## src/rtl/mat_res_pack.sv

```systemverilog
// Row packer behind mat_accum: gathers ROW_LEN result elements into one wide word
// per matrix row, frames rows with row/matrix ends and flags short/long matrices.
module mat_res_pack #(
    parameter int DATA_W   = 8,
    parameter int ROW_LEN  = 3,
    parameter int MAT_ROWS = 3
) (
    input  logic                        i_clk,
    input  logic                        i_rst,
    input  logic [DATA_W-1:0]           s_axis_data,
    input  logic                        s_axis_valid,
    output logic                        s_axis_ready,
    input  logic                        s_axis_last,
    output logic [ROW_LEN*DATA_W-1:0]   m_axis_data,
    output logic                        m_axis_valid,
    input  logic                        m_axis_ready,
    output logic                        m_axis_last,
    output logic                        o_err_short,
    output logic                        o_err_long
);

    localparam int COL_W  = $clog2(ROW_LEN);
    localparam int ROW_W  = (MAT_ROWS > 1) ? $clog2(MAT_ROWS) : 1;
    localparam int PACK_W = (ROW_LEN - 1) * DATA_W;
    localparam int OUT_W  = ROW_LEN * DATA_W;
    localparam logic [COL_W-1:0] COL_LAST = COL_W'(ROW_LEN - 1);
    localparam logic [ROW_W-1:0] ROW_LAST = ROW_W'(MAT_ROWS - 1);

    logic [PACK_W-1:0] pack_q, pack_d;
    logic [COL_W-1:0]  col_q, col_d;
    logic [ROW_W-1:0]  row_q, row_d;
    logic [OUT_W-1:0]  out_data_q, out_data_d;
    logic              out_valid_q, out_valid_d;
    logic              out_last_q, out_last_d;
    logic              err_short_q, err_short_d;
    logic              err_long_q, err_long_d;
    logic              accept, row_done, mat_end, at_final;

    // Slots below col come from the pack register, slot col is the incoming
    // element, everything above stays zero (zero padding of a short last row).
    function automatic logic [OUT_W-1:0] build_row(input logic [PACK_W-1:0] pack,
                                                   input logic [COL_W-1:0]  col,
                                                   input logic [DATA_W-1:0] elem);
        logic [OUT_W-1:0] word;
        word = '0;
        for (int i = 0; i < ROW_LEN - 1; i++) begin
            if (COL_W'(i) < col)
                word[i*DATA_W +: DATA_W] = pack[i*DATA_W +: DATA_W];
        end
        for (int i = 0; i < ROW_LEN; i++) begin
            if (COL_W'(i) == col)
                word[i*DATA_W +: DATA_W] = elem;
        end
        return word;
    endfunction

    function automatic logic [PACK_W-1:0] write_slot(input logic [PACK_W-1:0] pack,
                                                     input logic [COL_W-1:0]  col,
                                                     input logic [DATA_W-1:0] elem);
        logic [PACK_W-1:0] res;
        res = pack;
        for (int i = 0; i < ROW_LEN - 1; i++) begin
            if (COL_W'(i) == col)
                res[i*DATA_W +: DATA_W] = elem;
        end
        return res;
    endfunction

    always_comb begin
        // No skid buffer: the input stalls whenever a held row is not being taken.
        s_axis_ready = !i_rst && (!out_valid_q || m_axis_ready);
        accept       = s_axis_valid && s_axis_ready;
        at_final     = (row_q == ROW_LAST) && (col_q == COL_LAST);
        row_done     = accept && ((col_q == COL_LAST) || s_axis_last);
        mat_end      = row_done && (s_axis_last || (row_q == ROW_LAST));

        pack_d      = pack_q;
        col_d       = col_q;
        row_d       = row_q;
        out_data_d  = out_data_q;
        out_valid_d = out_valid_q;
        out_last_d  = out_last_q;
        err_short_d = 1'b0;
        err_long_d  = 1'b0;

        if (out_valid_q && m_axis_ready) begin
            out_valid_d = 1'b0;
            out_last_d  = 1'b0;
            out_data_d  = '0;
        end

        if (accept) begin
            if (row_done) begin
                out_data_d  = build_row(pack_q, col_q, s_axis_data);
                out_valid_d = 1'b1;
                out_last_d  = mat_end;
                col_d       = '0;
                pack_d      = '0;
                row_d       = mat_end ? '0 : row_q + ROW_W'(1);
                err_short_d = s_axis_last && !at_final;
                err_long_d  = !s_axis_last && at_final;
            end else begin
                pack_d = write_slot(pack_q, col_q, s_axis_data);
                col_d  = col_q + COL_W'(1);
            end
        end
    end

    always_ff @(posedge i_clk or posedge i_rst) begin
        if (i_rst) begin
            pack_q      <= '0;
            col_q       <= '0;
            row_q       <= '0;
            out_data_q  <= '0;
            out_valid_q <= 1'b0;
            out_last_q  <= 1'b0;
            err_short_q <= 1'b0;
            err_long_q  <= 1'b0;
        end else begin
            pack_q      <= pack_d;
            col_q       <= col_d;
            row_q       <= row_d;
            out_data_q  <= out_data_d;
            out_valid_q <= out_valid_d;
            out_last_q  <= out_last_d;
            err_short_q <= err_short_d;
            err_long_q  <= err_long_d;
        end
    end

    assign m_axis_data  = out_data_q;
    assign m_axis_valid = out_valid_q;
    assign m_axis_last  = out_last_q;
    assign o_err_short  = err_short_q;
    assign o_err_long   = err_long_q;

endmodule

```

## config.mk

```make
export PLATFORM = sky130hd
export DESIGN_NAME = mat_res_pack
export DESIGN_NICKNAME = d
export VERILOG_FILES = /design/src/rtl/mat_res_pack.sv
export SDC_FILE = /design/constraint.sdc
export NUM_CORES = 1
export LEC_CHECK = 0
export ABC_AREA = 0
export ABC_CLOCK_PERIOD_IN_PS = 2050
export CAP_MARGIN = 30
export CORE_MARGIN = 4
export CORE_UTILIZATION = 47
export DETAILED_ROUTE_END_ITERATION = 8
export GPL_TIMING_DRIVEN = 0
export MAX_ROUTING_LAYER = met4
export PLACE_DENSITY = 0.74
export RECOVER_POWER = 100
export SLEW_MARGIN = 20
export SYNTH_ARGS = -nofsm -noshare
export SYNTH_HDL_FRONTEND = slang
export SYNTH_SLANG_ARGS = --single-unit
export TNS_END_PERCENT = 50
```

## constraint.sdc

```tcl
create_clock -name i_clk -period 2.05 [get_ports i_clk]
set_input_delay 0.3075 -clock i_clk [delete_from_list [all_inputs] [get_ports i_clk]]
set_output_delay 0.3075 -clock i_clk [all_outputs]
set_load 0.01 [all_outputs]
```

==> metrics.md, run 1 <==
| Metric | Value |
|---|---|
| Vias in the first global route | roughly 1,600 |
| Hold Vio Cnt, Final | 0 |
| Post-route DRC | 0 |
| Die W | approximately 75 µm |
| Post-DP HPWL | around 3400 µm |
| Routed Antenna Nets | 0 |
| Cell family with most CP delay | simple AND/OR/NAND/NOR gates |
| CTS tree | yes |
| Final Net Count | ~240 |
| Worst min path class | in -> reg |
| Multi-input logic area | roughly 840 µm² |
| All-Layer GR Usage | ~19% |
| RSZ-0062 raised after global routing | false |
| Final core occ | approximately three fifths |
| Critical Path AT | 2.15 ns |
| Setup-failing EPs final | 0 |
| Setup bufs post-CTS | 0 |
| R2R Setup Slk | slightly below 0.1 ns |
| Post-CTS resize count | 1 |
| Avg Inst Size Synth | ~12 µm² |
| Sequential share of the synthesized area | 57.3% |
| Crit path launch | col_q[0] |
| Nature of the critical path startpoint | flip-flop |
| Clock root buffer | clkbuf_8 |
| Inst Count DP | roughly 270 |
| Chip height | roughly 75 µm |
| Reg-to-reg startpoint | col_q[0] |
| Pleak | between 0.001 and 0.0015 µW |
| Kind of critical path | reg -> reg |
| Gpl congestion | around 0.81 |
| # diodes | 0 |
| Post-Syn Nets | between 150 and 200 |
| WP data required | ~2.2 ns |
| Post-Syn Area | between 2000 and 2500 µm² |
| Pin count of the biggest net entering global routing | 28 |
| Layout Cells excl Fill | between 200 and 300 |
| Layout cells sized above 1 | under 10% |
| Highest Clock Rate | 512 MHz |
| Max transition margin | between 40% and 50% |
| Die area | 5590 µm² |
| # IOs | 42 |
| PD cells | around 1000 nW/µm² |
| Detail-routed via count per cell | 5.72 |
| Clk slew on worst S/H paths | about 0.090 ns |
| Critical path depth | 7 |
| Routed wire length per instance | between 15 and 20 µm |
| Final Critical Period | just under 2 ns |
| Synth-to-layout area growth | 28.0% |
| Total wire length | between 4000 and 5000 µm |
| Max-slew violations | 0 |
| Grt ovf | 0 |
| Worst-Margin Slew | around 0.8 ns |
| R2R cell count | 7 |
| Worst path slowest cell | dfrtp_1 |
| DR pass1 iterations | 4 |
| CP max stage delay | between 0.4 and 0.5 ns |
| Top FF cell, synth | dfrtp_1 |
| IO Port Bufs | 40 |
| Layout fillers | approximately 360 |
| Critical R2R Capture | row_q[1] |
| EDFF count, synth | 0 |
| Clock latency on the worst-skew pair | around 0.3 ns |
| Placeable Area | approximately 4300 µm² |
| # clock sinks | 48 |
| Critical-path cell list | inv_1, ha_1, nor2_2, or3_1, clkbuf_1, buf_6, mux2_4 |
| Buf+Inv Stages, Crit Path | 3 |
| Max cap viols | 0 |
| FF+latch area | 1200 µm² |
| Fin crit share | between 90% and 100% |
| Crit path max fanout | 10 |
| VDD IR max | ~0.0005 V |
| CTS Buf Count | 5 |
| Ys Warns | 0 |
| Mapped Cells | between 150 and 200 |
| Critical Path Sink | row_q[1] |
| Unique masters post-synth | 24 |
| Initial DRC Count | around 130 |
| Setup Skew | around 0.0055 ns |
| Vias | approximately 1,600 |
| Critical Path Sink Type | flip-flop |
| Max clock buf depth | 2 |
| Starting Density | between 40% and 50% |
| Ys async rst share | 100% |
| # rows | 24 |
| Hold Buf Count CTS | 0 |
| #FFs+latches synth | between 40 and 50 |
| Status | complete, no violations |
| First-pass GRT wire length | approximately 7800 µm |
| H-tree depth | 2 |
| Initial antenna violation count | 0 |
[flip-flops by register name, indices dropped and copies added, names as in the netlist]
signal        flops
col_q             2
pack_q           16
o_err_short       1
o_err_long        1
row_q             2
m_axis_data      24
m_axis_last       1
m_axis_valid      1
[worst reg2reg max path, cell delays in order (launching register included)]
cell and delay (ns):
dfrtp_1 0.42, inv_1 0.10, ha_1 0.30, nor2_2 0.12
or3_1 0.33, clkbuf_1 0.13, buf_6 0.16, mux2_4 0.29
[synthesized netlist by cell type, types with 3 or more instances]
cell type | count | area share [%]
mux2i_1 | 25 | 12
inv_1 | 4 | 0.72
o21ai_0 | 4 | 0.96
nand2_1 | 23 | 4.1
nor2b_1 | 3 | 0.90
dfrtp_1 | 48 | 57
buf_2 | 3 | 0.72
a22o_1 | 25 | 10
nor2_1 | 4 | 0.72
ha_1 | 4 | 2.4
a22oi_1 | 8 | 2.9
clkbuf_1 | 5 | 0.90
[through the flow]
stage / worst slack, ns / hold slack [ns] / cell area (µm²) / TNS, ns / power [µW]
CTS: 0.0271 / 0.271 / 2690 / 0 / 2840
global placement: -0.285 / 0.483 / 2560 / -13.63 / 2190
detailed placement: -0.0549 / 0.482 / 2580 / -0.806 / 2230
finish: 0.0978 / 0.288 / 2680 / 0 / 2760
floorplan: 0.320 / 0.447 / 2090 / 0 / 1800
global route: 0.00383 / 0.286 / 2680 / 0 / 2920
[worst min path at each step]
stage	end	cells after the start	from	slack, ns
after floorplan	pack_q[0]	1	s_axis_data[0]	0.45
after global placement	pack_q[14]	1	pack_q[14]	0.48
after detailed placement	m_axis_data[21]	1	m_axis_data[21]	0.48
after CTS	o_err_long	2	s_axis_last	0.27
after global routing	o_err_long	2	s_axis_last	0.29
final	o_err_long	2	s_axis_last	0.29
[cell usage in the layout (no fill, tap or decap)]
cell type / n
o311ai_2: 1
clkdlybuf4s50_1: 10
mux2_4: 1
nand2_1: 23
a211oi_1: 1
nor2b_1: 3
mux2i_1: 25
clkinvlp_4: 2
clkbuf_2: 1
or3_1: 1
a22oi_1: 8
nor2_2: 1
and4_1: 2
clkbuf_4: 1
and3_1: 1
inv_1: 4
nor3_1: 2
nand2b_1: 2
clkbuf_8: 6
buf_6: 1
o31a_1: 1
dlygate4sd3_1: 30
a22o_1: 25
nand3_1: 1
nor2_1: 3
clkbuf_1: 6
o21ai_0: 4
ha_1: 4
buf_2: 3
buf_1: 1
dfrtp_1: 48
o311ai_1: 1
[logic make-up after synthesis]
family | share of synthesized area (%)
adders and majority gates | 2.39
AOI/OAI and AO/OA | 15.9
buffers and inverters | 3.23
and+or+nand+nor | 8.48
DFF | 57.3
muxes | 12.7
[layout make-up]
| type | instances | area share [%] |
|---|---|---|
| buffer | 11 | 2.05 |
| clock buffer | 6 | 3.08 |
| clock inverter | 2 | 0.560 |
| inverter | 4 | 0.560 |
| multi-input combinational | 110 | 31.2 |
| sequential | 48 | 44.8 |
| tap | 52 | 2.43 |
| timing repair buffer | 42 | 15.3 |
[power by group]
part / switching [µW] / leakage (µW) / internal [µW]
clock: 319 / 0.0000434 / 273
combinational: 442 / 0.000702 / 441
sequential: 121 / 0.000647 / 1160
total: 883 / 0.00139 / 1870
[metal layers]
metal	wire (µm)	global-route usage [%]
met5	0	-
met4	119	7.31
met3	193	4.67
met2	2470	31.4
met1	2100	23.8
Note: power is estimated with default switching activity, not from simulation.
==> run 2: changes to the inputs <==
--- a/config.mk
+++ b/config.mk
@@ -7,7 +7,6 @@
 export LEC_CHECK = 0
 export ABC_AREA = 0
 export ABC_CLOCK_PERIOD_IN_PS = 2050
-export CAP_MARGIN = 30
 export CORE_MARGIN = 4
 export CORE_UTILIZATION = 47
 export DETAILED_ROUTE_END_ITERATION = 8
==> metrics.md, run 2 (synthesized netlist as in run 1, its figures left out) <==
| Metric | Value |
|---|---|
| Status | complete, no violations |
| Switching Share | roughly a third |
| Fin crit share | a little over nine tenths |
| Worst min path class | in -> reg |
| Register share of total power | between 40% and 50% |
| Placeable Area | ~4300 µm² |
| Highest Clock Rate | between 500 and 600 MHz |
| Initial antenna violation count | 0 |
| Kind of critical path | in -> reg |
| Max cap viols | 0 |
| Max clock buf depth | 2 |
| # clock sinks | 48 |
| Synth-to-layout area growth | 27.9% |
| Clk slew on worst S/H paths | ~0.090 ns |
| Setup Skew | about 0.0049 ns |
| Hold Slack | between 0.2 and 0.3 ns |
| Critical Path AT | about 2.2 ns |
| Setup-failing EPs final | 0 |
| Hold EP | o_err_short |
| Routed Antenna Nets | 0 |
| Total wire length | slightly below 5000 µm |
| Reg-to-reg startpoint | col_q[0] |
| Layout cells sized above 1 | about 7.7% |
| NetSw | ~880 µW |
| Gpl congestion | approximately 0.8 |
| Crit path max fanout | 9 |
| WP data required | roughly 2.3 ns |
| Critical Path Sink Type | flip-flop |
| Die area | about 5600 µm² |
| Clock root buffer | clkbuf_8 |
| Routed wire length per instance | 17.6 µm |
| Final Net Count | 238 |
| Int Power | ~1900 µW |
| Hold Vio Cnt, Final | 0 |
| Grt ovf | 0 |
| Final Critical Period | 1.95 ns |
| Comb power frac | around a third |
| H-tree depth | 2 |
| RSZ-0062 raised after global routing | false |
| CTS Buf Count | 5 |
| Max FFs per register | 24 |
| Post-DP HPWL | roughly 3400 µm |
| # rows | 24 |
| Starting Density | 48.4% |
| Chip height | between 70 and 80 µm |
| # IOs | 42 |
| Most common library cell in the layout ignoring fill and taps | dfrtp_1 |
| R2R cell count | 7 |
| Die W | ~75 µm |
| Critical R2R Capture | row_q[1] |
| Pleak | approximately 0.0014 µW |
| # diodes | 0 |
| Most frequent cells in the layout | 48 x dfrtp_1, 30 x dlygate4sd3_1, 25 x a22o_1, 25 x mux2i_1, 23 x nand2_1 |
| Worst-Margin Slew | 0.811 ns |
| Detail-routed via count per cell | ~5.7 |
| VDD IR max | approximately 0.00051 V |
| IO Port Bufs | 40 |
| Post-route total power | about 2800 µW |
| Vias | between 1,500 and 2,000 |
| R2R Setup Slk | around 0.13 ns |
| Worst Hold Depth | 3 |
| Max-slew violations | 0 |
| CTS tree | yes |
| Nature of the critical path startpoint | input pin |
| Clock latency on the worst-skew pair | 0.30 ns |
| All-Layer GR Usage | 19.5% |
| PD cells | slightly above 1000 nW/µm² |
| DR pass1 iterations | 4 |
| Vias in the first global route | about 1,600 |
| Hold wc startpoint | s_axis_last |
| Max transition margin | between 40% and 50% |
| Clock share of power | roughly 22% |
| Post-route DRC | 0 |
| Initial DRC Count | 120 |
| First-pass GRT wire length | around 7800 µm |
| Pin count of the biggest net entering global routing | 28 |
==> run 2: worst max-delay path by stage <==
stage	start	endpoint	slack [ns]
floorplan	col_q[0]	row_q[1]	0.32
global placement	i_rst	m_axis_data[20]	-0.29
detailed placement	col_q[0]	pack_q[1]	-0.05
CTS	col_q[1]	pack_q[15]	0.03
global route	s_axis_valid	row_q[0]	0.006
finish	s_axis_valid	m_axis_data[20]	0.1
==> run 2: area by class of cell <==
type | instances | area [µm²]
fillers | 358 | 1650
flip-flops and latches | 48 | 1200
multi-input cells | 110 | 842
repair buffers | 41 | 405
well taps | 52 | 65.1
clock buffers | 6 | 82.6
plain buffers | 11 | 52.6
clock inverters | 2 | 15.0
inverters | 4 | 15.0
==> run 2: power groups by stage <==
stage | logic (µW) | clock network, µW | registers [µW]
global placement | 897 | 0 | 1290
global route | 962 | 650 | 1310
floorplan | 459 | 0 | 1340
detailed placement | 931 | 0 | 1300
CTS | 940 | 614 | 1290
finish | 879 | 594 | 1280
==> run 2: through the flow <==
| step | setup slack (ns) | setup TNS [ns] | utilization [%] | std cells | cell area [µm²] |
|---|---|---|---|---|---|
| global placement | -0.285 | -13.63 | 59.2 | 265 | 2560 |
| CTS | 0.0271 | 0 | 62.1 | 274 | 2690 |
| detailed placement | -0.0549 | -0.806 | 59.7 | 266 | 2580 |
| global route | 0.00613 | 0 | 62.0 | 274 | 2680 |
| floorplan | 0.320 | 0 | - | 173 | 2090 |
| finish | 0.0989 | 0 | 62.0 | 274 | 2680 |
==> run 2: layer usage <==
| metal | wire length [µm] | global-route usage, % | part of all wire (%) | up-vias |
|---|---|---|---|---|
| met3 | 206 | 4.67 | 4.3 | 9 |
| met4 | 96 | 7.31 | 2.0 | 0 |
| met2 | 2450 | 31.4 | 51 | 45 |
| met1 | 2070 | 23.8 | 43 | 782 |
| li1 | - | - | - | 727 |
| met5 | 0 | - | 0 | - |
==> run 2: worst max-delay path, stage by stage <==
cell and delay, ns:
dlygate4sd3_1 0.55, nor2b_1 0.46, and3_1 0.23, clkbuf_1 0.41
a22o_1 0.23
==> run 2: timing repair <==
item                                    4_1_cts  5_1_grt
endpoints found under the setup margin        8       18
hold buffers                                  0        0
setup buffers                                 0        0
resized for setup                             1        3
